==> config.mk <==
export PLATFORM = sky130hd
export DESIGN_NAME = rv32i_decode_stage_flat
export DESIGN_NICKNAME = d
export VERILOG_FILES = /design/src/rtl/rv32i_pkg.sv /design/src/rtl/rv32i_decode_stage_if.sv /design/src/rtl/rv32i_decode_core.sv /design/src/rtl/rv32i_decode_stage.sv /design/src/flat_wrapper.sv
export SDC_FILE = /design/constraint.sdc
export NUM_CORES = 1
export LEC_CHECK = 0
export BUFFER_PORTS_ARGS = -buffer_cell sky130_fd_sc_hd__buf_2
export CAP_MARGIN = 25
export CORE_UTILIZATION = 52
export DETAILED_ROUTE_END_ITERATION = 7
export GPL_ROUTABILITY_DRIVEN = 0
export MAX_ROUTING_LAYER = met4
export PLACE_DENSITY = 0.87
export SYNTH_ARGS = -nofsm -noshare
export SYNTH_HDL_FRONTEND = slang
export SYNTH_SLANG_ARGS = --single-unit
==> constraint.sdc <==
create_clock -name clk_i -period 2.4 [get_ports clk_i]
set_input_delay 0.12 -clock clk_i [delete_from_list [all_inputs] [get_ports clk_i]]
set_output_delay 0.12 -clock clk_i [all_outputs]
set_load 0.1 [all_outputs]
==> src/rtl/rv32i_pkg.sv <==
// Shared RV32I decode constants: ALU operator codes, opcodes, operand selects
// and the decoded-field record carried by the decode pipeline register.
package rv32i_pkg;

    localparam logic [5:0] ALU_ADD = 6'b011000;
    localparam logic [5:0] ALU_SUB = 6'b011001;
    localparam logic [5:0] ALU_XOR = 6'b101111;
    localparam logic [5:0] ALU_OR  = 6'b101110;
    localparam logic [5:0] ALU_AND = 6'b010101;
    localparam logic [5:0] ALU_SRA = 6'b100100;
    localparam logic [5:0] ALU_SRL = 6'b100101;
    localparam logic [5:0] ALU_SLL = 6'b100111;
    localparam logic [5:0] ALU_LTS = 6'b000000;
    localparam logic [5:0] ALU_LTU = 6'b000001;
    localparam logic [5:0] ALU_GES = 6'b001010;
    localparam logic [5:0] ALU_GEU = 6'b001011;
    localparam logic [5:0] ALU_EQ  = 6'b001100;
    localparam logic [5:0] ALU_NE  = 6'b001101;

    localparam logic [6:0] OPC_OP       = 7'b0110011;
    localparam logic [6:0] OPC_OP_IMM   = 7'b0010011;
    localparam logic [6:0] OPC_LUI      = 7'b0110111;
    localparam logic [6:0] OPC_AUIPC    = 7'b0010111;
    localparam logic [6:0] OPC_JAL      = 7'b1101111;
    localparam logic [6:0] OPC_JALR     = 7'b1100111;
    localparam logic [6:0] OPC_BRANCH   = 7'b1100011;
    localparam logic [6:0] OPC_LOAD     = 7'b0000011;
    localparam logic [6:0] OPC_STORE    = 7'b0100011;
    localparam logic [6:0] OPC_MISC_MEM = 7'b0001111;
    localparam logic [6:0] OPC_SYSTEM   = 7'b1110011;

    localparam logic [1:0] SRC_A_RS1  = 2'd0;
    localparam logic [1:0] SRC_A_PC   = 2'd1;
    localparam logic [1:0] SRC_A_ZERO = 2'd2;
    localparam logic [1:0] SRC_B_RS2  = 2'd0;
    localparam logic [1:0] SRC_B_IMM  = 2'd1;
    localparam logic [1:0] SRC_B_FOUR = 2'd2;

    typedef struct packed {
        logic [5:0]  alu_op;
        logic [1:0]  src_a;
        logic [1:0]  src_b;
        logic [31:0] imm;
        logic [4:0]  rs1;
        logic [4:0]  rs2;
        logic [4:0]  rd;
        logic        reg_we;
        logic        branch;
        logic        jal;
        logic        jalr;
        logic        mem_req;
        logic        mem_we;
        logic [2:0]  mem_size;
        logic        illegal;
    } dec_t;

    // alt selects SUB/SRA over ADD/SRL (funct7 bit 5)
    function automatic logic [5:0] alu_op_f3(input logic [2:0] f3, input logic alt);
        logic [5:0] op;
        case (f3)
            3'b000:  op = alt ? ALU_SUB : ALU_ADD;
            3'b001:  op = ALU_SLL;
            3'b010:  op = ALU_LTS;
            3'b011:  op = ALU_LTU;
            3'b100:  op = ALU_XOR;
            3'b101:  op = alt ? ALU_SRA : ALU_SRL;
            3'b110:  op = ALU_OR;
            default: op = ALU_AND;
        endcase
        return op;
    endfunction

endpackage

==> src/rtl/rv32i_decode_stage_if.sv <==
// Instruction-in / decoded-fields-out bundle of the decode stage.
interface rv32i_decode_stage_if #(parameter int ILLEGAL_CNT_W = 16);
    logic [31:0]              instr_i;
    logic                     instr_valid_i;
    logic                     instr_ready_o;
    logic                     flush_i;
    logic                     out_valid_o;
    logic                     out_ready_i;
    logic [5:0]               alu_op_o;
    logic [1:0]               src_a_sel_o;
    logic [1:0]               src_b_sel_o;
    logic [31:0]              imm_o;
    logic [4:0]               rs1_addr_o;
    logic [4:0]               rs2_addr_o;
    logic [4:0]               rd_addr_o;
    logic                     reg_we_o;
    logic                     branch_o;
    logic                     jal_o;
    logic                     jalr_o;
    logic                     mem_req_o;
    logic                     mem_we_o;
    logic [2:0]               mem_size_o;
    logic                     illegal_instr_o;
    logic [ILLEGAL_CNT_W-1:0] illegal_cnt_o;

    modport slave (
        input  instr_i, instr_valid_i, flush_i, out_ready_i,
        output instr_ready_o, out_valid_o, alu_op_o, src_a_sel_o, src_b_sel_o, imm_o,
               rs1_addr_o, rs2_addr_o, rd_addr_o, reg_we_o, branch_o, jal_o, jalr_o,
               mem_req_o, mem_we_o, mem_size_o, illegal_instr_o, illegal_cnt_o
    );

    modport master (
        output instr_i, instr_valid_i, flush_i, out_ready_i,
        input  instr_ready_o, out_valid_o, alu_op_o, src_a_sel_o, src_b_sel_o, imm_o,
               rs1_addr_o, rs2_addr_o, rd_addr_o, reg_we_o, branch_o, jal_o, jalr_o,
               mem_req_o, mem_we_o, mem_size_o, illegal_instr_o, illegal_cnt_o
    );
endinterface

==> src/rtl/rv32i_decode_core.sv <==
// Combinational RV32I decoder: instruction word to ALU/operand/control fields.
module rv32i_decode_core
    import rv32i_pkg::*;
(
    input  logic [31:0] instr_i,
    output dec_t        dec_o
);

    logic [6:0]  opcode;
    logic [6:0]  f7;
    logic [2:0]  f3;
    logic        legal;
    logic [31:0] imm_i, imm_s, imm_b, imm_u, imm_j;
    dec_t        d;

    assign opcode = instr_i[6:0];
    assign f3     = instr_i[14:12];
    assign f7     = instr_i[31:25];
    assign imm_i  = {{20{instr_i[31]}}, instr_i[31:20]};
    assign imm_s  = {{20{instr_i[31]}}, instr_i[31:25], instr_i[11:7]};
    assign imm_b  = {{19{instr_i[31]}}, instr_i[31], instr_i[7], instr_i[30:25], instr_i[11:8], 1'b0};
    assign imm_u  = {instr_i[31:12], 12'b0};
    assign imm_j  = {{11{instr_i[31]}}, instr_i[31], instr_i[19:12], instr_i[20], instr_i[30:21], 1'b0};

    always_comb begin
        d        = '0;
        d.alu_op = ALU_ADD;
        d.src_a  = SRC_A_RS1;
        d.src_b  = SRC_B_RS2;
        d.rs1    = instr_i[19:15];
        d.rs2    = instr_i[24:20];
        d.rd     = instr_i[11:7];
        legal    = 1'b0;
        case (opcode)
            OPC_OP: begin
                d.alu_op = alu_op_f3(f3, f7[5]);
                d.reg_we = 1'b1;
                legal    = (f7 == 7'b0000000) ||
                           (f7 == 7'b0100000 && (f3 == 3'b000 || f3 == 3'b101));
            end
            OPC_OP_IMM: begin
                d.alu_op = alu_op_f3(f3, (f3 == 3'b101) && f7[5]);
                d.src_b  = SRC_B_IMM;
                d.imm    = imm_i;
                d.reg_we = 1'b1;
                if (f3 == 3'b001)      legal = (f7 == 7'b0000000);
                else if (f3 == 3'b101) legal = (f7 == 7'b0000000) || (f7 == 7'b0100000);
                else                   legal = 1'b1;
            end
            OPC_LUI, OPC_AUIPC: begin
                d.src_a  = (opcode == OPC_LUI) ? SRC_A_ZERO : SRC_A_PC;
                d.src_b  = SRC_B_IMM;
                d.imm    = imm_u;
                d.reg_we = 1'b1;
                legal    = 1'b1;
            end
            // link value pc+4 is produced by the ALU; target adder lives in execute
            OPC_JAL, OPC_JALR: begin
                d.src_a  = SRC_A_PC;
                d.src_b  = SRC_B_FOUR;
                d.imm    = (opcode == OPC_JAL) ? imm_j : imm_i;
                d.jal    = (opcode == OPC_JAL);
                d.jalr   = (opcode == OPC_JALR);
                d.reg_we = 1'b1;
                legal    = (opcode == OPC_JAL) || (f3 == 3'b000);
            end
            OPC_BRANCH: begin
                d.imm    = imm_b;
                d.branch = 1'b1;
                legal    = 1'b1;
                case (f3)
                    3'b000:  d.alu_op = ALU_EQ;
                    3'b001:  d.alu_op = ALU_NE;
                    3'b100:  d.alu_op = ALU_LTS;
                    3'b101:  d.alu_op = ALU_GES;
                    3'b110:  d.alu_op = ALU_LTU;
                    3'b111:  d.alu_op = ALU_GEU;
                    default: legal    = 1'b0;
                endcase
            end
            OPC_LOAD: begin
                d.src_b    = SRC_B_IMM;
                d.imm      = imm_i;
                d.mem_req  = 1'b1;
                d.reg_we   = 1'b1;
                d.mem_size = f3;
                legal      = (f3 != 3'b011) && (f3 != 3'b110) && (f3 != 3'b111);
            end
            OPC_STORE: begin
                d.src_b    = SRC_B_IMM;
                d.imm      = imm_s;
                d.mem_req  = 1'b1;
                d.mem_we   = 1'b1;
                d.mem_size = f3;
                legal      = !f3[2] && (f3 != 3'b011);
            end
            OPC_MISC_MEM: legal = 1'b1;
            OPC_SYSTEM:   legal = 1'b0;
            default:      legal = 1'b0;
        endcase

        if (!legal) begin
            d.illegal = 1'b1;
            d.reg_we  = 1'b0;
            d.mem_req = 1'b0;
            d.mem_we  = 1'b0;
            d.branch  = 1'b0;
            d.jal     = 1'b0;
            d.jalr    = 1'b0;
        end
        if (d.rd == 5'd0) d.reg_we = 1'b0;
    end

    assign dec_o = d;

endmodule

==> src/rtl/rv32i_decode_stage.sv <==
// Registered RV32I decode stage: one pipeline register with valid/ready toward
// execute, flush from branch resolution and a saturating illegal-word counter.
module rv32i_decode_stage
    import rv32i_pkg::*;
#(
    parameter logic [1:0] RESET_PC_SRC  = 2'd0,
    parameter int         ILLEGAL_CNT_W = 16
) (
    input  logic                 clk_i,
    input  logic                 rst_n_i,
    rv32i_decode_stage_if.slave  bus
);

    dec_t                     dec;
    dec_t                     fields_d, fields_q;
    logic                     out_valid_d, out_valid_q;
    logic [ILLEGAL_CNT_W-1:0] illegal_cnt_d, illegal_cnt_q;
    logic                     instr_ready;
    logic                     accept;

    rv32i_decode_core u_core (
        .instr_i (bus.instr_i),
        .dec_o   (dec)
    );

    assign instr_ready = !out_valid_q || bus.out_ready_i;

    always_comb begin
        accept        = bus.instr_valid_i && instr_ready && !bus.flush_i;
        fields_d      = accept ? dec : fields_q;
        illegal_cnt_d = illegal_cnt_q;
        if (accept && dec.illegal && (illegal_cnt_q != '1))
            illegal_cnt_d = illegal_cnt_q + 1'b1;
        if (bus.flush_i)          out_valid_d = 1'b0;
        else if (accept)          out_valid_d = 1'b1;
        else if (bus.out_ready_i) out_valid_d = 1'b0;
        else                      out_valid_d = out_valid_q;
    end

    always_ff @(posedge clk_i or negedge rst_n_i) begin
        if (!rst_n_i) begin
            out_valid_q   <= 1'b0;
            illegal_cnt_q <= '0;
            fields_q      <= '{src_a: RESET_PC_SRC, default: '0};
        end else begin
            out_valid_q   <= out_valid_d;
            illegal_cnt_q <= illegal_cnt_d;
            fields_q      <= fields_d;
        end
    end

    assign bus.instr_ready_o   = instr_ready;
    assign bus.out_valid_o     = out_valid_q;
    assign bus.alu_op_o        = fields_q.alu_op;
    assign bus.src_a_sel_o     = fields_q.src_a;
    assign bus.src_b_sel_o     = fields_q.src_b;
    assign bus.imm_o           = fields_q.imm;
    assign bus.rs1_addr_o      = fields_q.rs1;
    assign bus.rs2_addr_o      = fields_q.rs2;
    assign bus.rd_addr_o       = fields_q.rd;
    assign bus.reg_we_o        = fields_q.reg_we;
    assign bus.branch_o        = fields_q.branch;
    assign bus.jal_o           = fields_q.jal;
    assign bus.jalr_o          = fields_q.jalr;
    assign bus.mem_req_o       = fields_q.mem_req;
    assign bus.mem_we_o        = fields_q.mem_we;
    assign bus.mem_size_o      = fields_q.mem_size;
    assign bus.illegal_instr_o = fields_q.illegal;
    assign bus.illegal_cnt_o   = illegal_cnt_q;

endmodule

==> src/flat_wrapper.sv <==
// flat-port wrapper written by rule: the top's interface ports become plain ports
module rv32i_decode_stage_flat import rv32i_pkg::*;
#(
    parameter logic [1:0] RESET_PC_SRC  = 2'd0,
    parameter int         ILLEGAL_CNT_W = 16
)
  (clk_i, rst_n_i, bus_instr_i, bus_instr_valid_i, bus_flush_i, bus_out_ready_i, bus_instr_ready_o, bus_out_valid_o, bus_alu_op_o, bus_src_a_sel_o, bus_src_b_sel_o, bus_imm_o, bus_rs1_addr_o, bus_rs2_addr_o, bus_rd_addr_o, bus_reg_we_o, bus_branch_o, bus_jal_o, bus_jalr_o, bus_mem_req_o, bus_mem_we_o, bus_mem_size_o, bus_illegal_instr_o, bus_illegal_cnt_o);
  rv32i_decode_stage_if #(.ILLEGAL_CNT_W(ILLEGAL_CNT_W)) bus_i ();
  input  logic clk_i;
  input  logic rst_n_i;
  input wire logic [$bits(bus_i.instr_i)-1:0] bus_instr_i;
  input wire logic [$bits(bus_i.instr_valid_i)-1:0] bus_instr_valid_i;
  input wire logic [$bits(bus_i.flush_i)-1:0] bus_flush_i;
  input wire logic [$bits(bus_i.out_ready_i)-1:0] bus_out_ready_i;
  output wire logic [$bits(bus_i.instr_ready_o)-1:0] bus_instr_ready_o;
  output wire logic [$bits(bus_i.out_valid_o)-1:0] bus_out_valid_o;
  output wire logic [$bits(bus_i.alu_op_o)-1:0] bus_alu_op_o;
  output wire logic [$bits(bus_i.src_a_sel_o)-1:0] bus_src_a_sel_o;
  output wire logic [$bits(bus_i.src_b_sel_o)-1:0] bus_src_b_sel_o;
  output wire logic [$bits(bus_i.imm_o)-1:0] bus_imm_o;
  output wire logic [$bits(bus_i.rs1_addr_o)-1:0] bus_rs1_addr_o;
  output wire logic [$bits(bus_i.rs2_addr_o)-1:0] bus_rs2_addr_o;
  output wire logic [$bits(bus_i.rd_addr_o)-1:0] bus_rd_addr_o;
  output wire logic [$bits(bus_i.reg_we_o)-1:0] bus_reg_we_o;
  output wire logic [$bits(bus_i.branch_o)-1:0] bus_branch_o;
  output wire logic [$bits(bus_i.jal_o)-1:0] bus_jal_o;
  output wire logic [$bits(bus_i.jalr_o)-1:0] bus_jalr_o;
  output wire logic [$bits(bus_i.mem_req_o)-1:0] bus_mem_req_o;
  output wire logic [$bits(bus_i.mem_we_o)-1:0] bus_mem_we_o;
  output wire logic [$bits(bus_i.mem_size_o)-1:0] bus_mem_size_o;
  output wire logic [$bits(bus_i.illegal_instr_o)-1:0] bus_illegal_instr_o;
  output wire logic [$bits(bus_i.illegal_cnt_o)-1:0] bus_illegal_cnt_o;
  assign bus_i.instr_i = bus_instr_i;
  assign bus_i.instr_valid_i = bus_instr_valid_i;
  assign bus_i.flush_i = bus_flush_i;
  assign bus_i.out_ready_i = bus_out_ready_i;
  assign bus_instr_ready_o = bus_i.instr_ready_o;
  assign bus_out_valid_o = bus_i.out_valid_o;
  assign bus_alu_op_o = bus_i.alu_op_o;
  assign bus_src_a_sel_o = bus_i.src_a_sel_o;
  assign bus_src_b_sel_o = bus_i.src_b_sel_o;
  assign bus_imm_o = bus_i.imm_o;
  assign bus_rs1_addr_o = bus_i.rs1_addr_o;
  assign bus_rs2_addr_o = bus_i.rs2_addr_o;
  assign bus_rd_addr_o = bus_i.rd_addr_o;
  assign bus_reg_we_o = bus_i.reg_we_o;
  assign bus_branch_o = bus_i.branch_o;
  assign bus_jal_o = bus_i.jal_o;
  assign bus_jalr_o = bus_i.jalr_o;
  assign bus_mem_req_o = bus_i.mem_req_o;
  assign bus_mem_we_o = bus_i.mem_we_o;
  assign bus_mem_size_o = bus_i.mem_size_o;
  assign bus_illegal_instr_o = bus_i.illegal_instr_o;
  assign bus_illegal_cnt_o = bus_i.illegal_cnt_o;
  rv32i_decode_stage #(.RESET_PC_SRC(RESET_PC_SRC), .ILLEGAL_CNT_W(ILLEGAL_CNT_W)) u_core (.clk_i(clk_i), .rst_n_i(rst_n_i), .bus(bus_i));
endmodule
# Word level (Yosys, flattened, before mapping)
# Index checks and enable logic that the tools add are counted.
# word_totals
register_bits	84
latchBits	0
mem_bits_rw	0
romBits	0
input_bits	37
n_memories	0
# classes
add_sub_neg	1
mul	0
div	0
n_lt_le_gt_ge	0
n_eq_ne	22
shifts	0
muxes	29
bitwise_logic	0
n_reduce_logical	29
# ops
cell	count
32-bit one-hot mux with 5 select lines	1
6-bit one-hot mux with 7 select lines	2
5-bit one-hot mux with 6 select lines	1
7-bit by 6-bit equality test with 1-bit output, second input constant	4
7-bit equality test, second input constant	3
20-bit two-way mux	1
6-bit one-hot mux with 3 select lines	1
16-bit by 1-bit adder with 16-bit output, second input constant	1
1-bit two-way mux	16
16-bit inequality test, second input constant	1
7-bit by 5-bit equality test with 1-bit output, second input constant	2
3-bit equality test, second input constant	4
1-bit logical AND	9
2-bit one-hot mux with 2 select lines	2
2-bit OR reduction	4
7-bit by 2-bit equality test with 1-bit output, second input constant	1
7-bit by 4-bit equality test with 1-bit output, second input constant	1
7-bit zero test	1
1-bit one-hot mux with 7 select lines	1
7-bit OR reduction	1
3-bit by 2-bit equality test with 1-bit output, second input constant	2
6-bit two-way mux	1
3-bit inequality test, second input constant	2
6-bit OR reduction	1
other kinds (11)	18

# Depth between registers and ports, before layout
# depth
word_depth	8
depth_mapped	9
depth_no_buf	6

# Cells and area by module
# From an unflattened synthesis, not the netlist that was laid out.
# hier_totals
hier_cells	377
hier_area_um2	4345.4
# by_module_without_submodules
module	instances	cells_each	area_each_um2
rv32i_decode_stage	1	223	3326.9
rv32i_decode_core	1	154	1018.5

# Worst setup path after synthesis
# OpenSTA, ideal clock, no wires.
# synth_path
path_type	register -> register
start	register u_core.out_valid_q (netlist: u_core.bus.out_valid_o)
end	register u_core.illegal_cnt_q[8] (netlist: u_core.bus.illegal_cnt_o[8])
setup_time_ns	0.160
arrival_ns	2.952
required_time_ns	2.240
setup_slack_ns	-0.712
path_stages_with_launch	8
period_less_slack_ns	3.112
cell_sequence	dfrtp_1 > nor2b_1 > inv_1 > nand3b_1 > a31oi_1 > clkbuf_1 > nand4_1 > xnor2_1
# synth_via
elab_chain_len	6
# synth_rtl
item	line_no	source
from (decl)	rv32i_decode_stage.sv:16	logic out_valid_d, out_valid_q;
from (signal assigned)	rv32i_decode_stage.sv:46	out_valid_q <= out_valid_d;
1-bit zero test	rv32i_decode_stage.sv:26	assign instr_ready = !out_valid_q || bus.out_ready_i;
1-bit logical OR	rv32i_decode_stage.sv:26	
via bus_instr_ready_o	flat_wrapper.sv:15	output wire logic [$bits(bus_i.instr_ready_o)-1:0] bus_instr_ready_o;
1-bit logical AND (2 in series)	rv32i_decode_stage.sv:29	accept = bus.instr_valid_i && instr_ready && !bus.flush_i;
1-bit logical AND (2 in series)	rv32i_decode_stage.sv:32	if (accept && dec.illegal && (illegal_cnt_q != '1))
to (signal assigned)	rv32i_decode_stage.sv:47	illegal_cnt_q <= illegal_cnt_d;
to (decl)	rv32i_decode_stage.sv:17	logic [ILLEGAL_CNT_W-1:0] illegal_cnt_d, illegal_cnt_q;
# The timed path passes the listed nets, and every way through them passes these cells.
# A chain may end at the register's enable or synchronous reset.

# Worst setup path after layout
# layout_path
start	register u_core.illegal_cnt_q[0] (netlist: u_core.bus.illegal_cnt_o[0])
end	register u_core.illegal_cnt_q[1] (netlist: u_core.bus.illegal_cnt_o[1])
# layout_via
elab_chain_len	2
word_cells_on_any_way	3
classes_between	add/sub (1); eq/ne (1); reduce/logical (1)
# layout_rtl
item
branches (longest 2 deep; another with 16-bit by 1-bit adder with 16-bit output)
# Several ways; the timed one is not identified.

==> qor.txt <==
status = completed
final instance area = 5120 um^2
clk slew on worst S/H paths = 0.08 ns
Die Ht = 90.4 um
Worst path max stage delay = 0.47 ns
pwr dens = 781 nW/um^2
core box area = 7410 um^2
Worst Path Buf+Inv = 0
Setup CP Type = reg2reg
initial core utilization = 54.8%
Fin Setup TNS = 0 ns
Setup WS pre-CTS = 0.245 ns
initial antenna violation count = 0
FF-to-FF setup slack = 0.22 ns
Ant. Diodes = 0
Leak = 2.59 nW
synthesis-stage register bit count = 84
worst hold start = bus_instr_valid_i
Final Hold Viols = 0
# IOs = 122
Post-CTS Setup Bufs = 0
Root Driver = clkbuf_8
largest net degree at the start of global routing = 88
CP Launch Type = flop
R2R Path Start = u_core.bus.illegal_cnt_o[0]
global-route wire length before repair = 18300 um
fmax = 458 MHz
cell breakdown of the critical path = ha_1, and3_1, and4_1, a31oi_2, nand2_2, mux2_1
die width = 90.4 um
worst hold slack = 0.00454 ns
largest cells by area after synthesis = dfrtp_1 52%, nand2_1 12%, o21ai_0 5.8%
1st-iter DRT viols = 341
max-slew violations = 0
Final nets = 621
post-synthesis cell type with the largest combined area = dfrtp_1
Final Util = 69.1%
worst skew pair latency = 0.35 ns
syn_nets = 495
DRT Pass-1 Iters = 5
Async SR Flop Fraction = 100%
Worst setup endpoint = u_core.bus.illegal_cnt_o[1]
Overflow after GRT = 0
CP Launch Point = u_core.bus.illegal_cnt_o[0]
DR WL/cell = 16.1 um
Distinct cells, synth = 54
CTS Sinks = 84
min-delay worst type = in2reg
Max FO, Critical Path = 10
die area = 8170 um^2
Post-synth EDFFs = 0
Crit. End Element = flop
vias in the first global route = 3685
RSZ-0062 raised after global routing = false
FF-to-FF path depth = 6
DR vias/cell = 5.70
Worst EP required = 2.64 ns
post-CTS sizing = 0
CTS tree = done
Port Buffers = 121
final number of setup-violating endpoints = 0
total CTS buffers = 9
Synth warnings = 0
most frequent cells after synthesis = 128 x nand2_1, 84 x dfrtp_1, 47 x o21ai_0
H-tree depth = 3
period utilisation layout = 91.0%
placed inst area = 4810 um^2
CP arrival = 2.42 ns
Clock Tree Buf Depth = 2
PnR worst setup slack = 0.216 ns
All-Layer GR Usage = 29.1%
number of cells after detailed placement = 662
WL final = 11100 um
register area share after synthesis = 51.7%
CP delay by family, top = simple AND/OR/NAND/NOR gates
Post-Layout Cell Count = 687
peak supply drop = 937 uV
Worst path depth = 6
minimum clock period = 2.18 ns
clock skew = 0.00717 ns
Mapped Cells = 457
# DRC = 0
syn_area_per_cell = 8.89 um^2
post-DP HPWL = 7690 um
slowest CP cell = a31oi_2
Synth top area share = 51.7%
synth-to-layout area growth = 26.0%
DR vias = 3919
cell area after synthesis = 4060 um^2
top-count cell post-synth = nand2_1
reg2reg end = u_core.bus.illegal_cnt_o[1]
top_reg_cell synth = dfrtp_1
post-route antenna net violation count = 0
Slew @ Worst Pin = 0.806 ns
max_cap viols = 0
Final Power = 4.00 mW
layout cell share with drive strength beyond 1 = 27.6%
FP Rows = 31
relative slew slack = 46.1%
==> registers in the layout, indices dropped and copies added, names as in the netlist <==
signal                      count
u_core.bus.rd_addr_o            5
u_core.bus.jalr_o               1
u_core.bus.reg_we_o             1
u_core.bus.imm_o               32
u_core.bus.illegal_instr_o      1
u_core.bus.mem_we_o             1
u_core.bus.illegal_cnt_o       16
u_core.bus.rs2_addr_o           5
u_core.bus.mem_req_o            1
u_core.bus.out_valid_o          1
u_core.bus.src_a_sel_o          2
u_core.bus.branch_o             1
u_core.bus.mem_size_o           3
u_core.bus.alu_op_o             6
u_core.bus.jal_o                1
u_core.bus.src_b_sel_o          2
u_core.bus.rs1_addr_o           5
==> cells in the final DEF (no fill, tap or decap), types with 6 or more instances in the layout <==
cell type,instances
xnor2_1,14
dfrtp_1,81
o21ai_0,47
clkbuf_8,10
buf_2,120
nor2_1,25
nand4_1,8
nand2_1,128
dlygate4sd3_1,9
inv_1,6
a22oi_1,6
a21oi_1,21
buf_4,10
nand3_1,19
and3_1,8
==> power breakdown <==
group / internal (mW) / leakage, nW / switching, mW / total [mW]
Combinational: 0.214 / 1.36 / 1.06 / 1.27
Clock: 0.616 / 0.111 / 0.502 / 1.12
Sequential: 1.52 / 1.12 / 0.0841 / 1.61
==> worst min-delay path, cell delays in order <==
cell	delay, ns
buf_2	0.10
nor2_1	0.04
nor2_1	0.07
==> metal layers <==
metal	wire [um]	GRT usage, %	share of wire [%]
met2	5450	47.6	49
met5	0	-	0
met1	4610	36.4	42
met3	731	5.30	6.6
met4	295	10.1	2.7
==> final cells by class <==
type,instances,area [um^2]
clock inverter,4,73.8
fill,606,2290
clock buffer,12,145
timing repair buffer,141,806
tap,99,124
multi-input combinational,339,1830
inverter,8,33.8
sequential,84,2110
==> logic make-up after synthesis <==
| kind of cell | share of synthesized area (%) |
|---|---|
| flops | 51.7 |
| mux | 0.801 |
| fa+ha+maj | 0.308 |
| buf+inv | 3.70 |
| simple gates | 24.7 |
| xor+xnor | 3.45 |
| compound gates | 15.3 |
==> what timing repair did <==
item	CTS	global route
setup endpoints to repair	0	0
hold endpoints to repair	46	1
hold buffers	8	1
==> worst min path at each step <==
stage,to,slack (ns),depth (start not counted)
floorplan,u_core.bus.alu_op_o[0],-0.18,0
global placement,u_core.bus.imm_o[6],0.12,1
detailed placement,u_core.bus.imm_o[27],0.12,1
CTS,u_core.bus.out_valid_o,0.003,3
global route,u_core.bus.rd_addr_o[3],0.01,3
finish,u_core.bus.out_valid_o,0.005,3
Power figures use the tool's default switching activity.
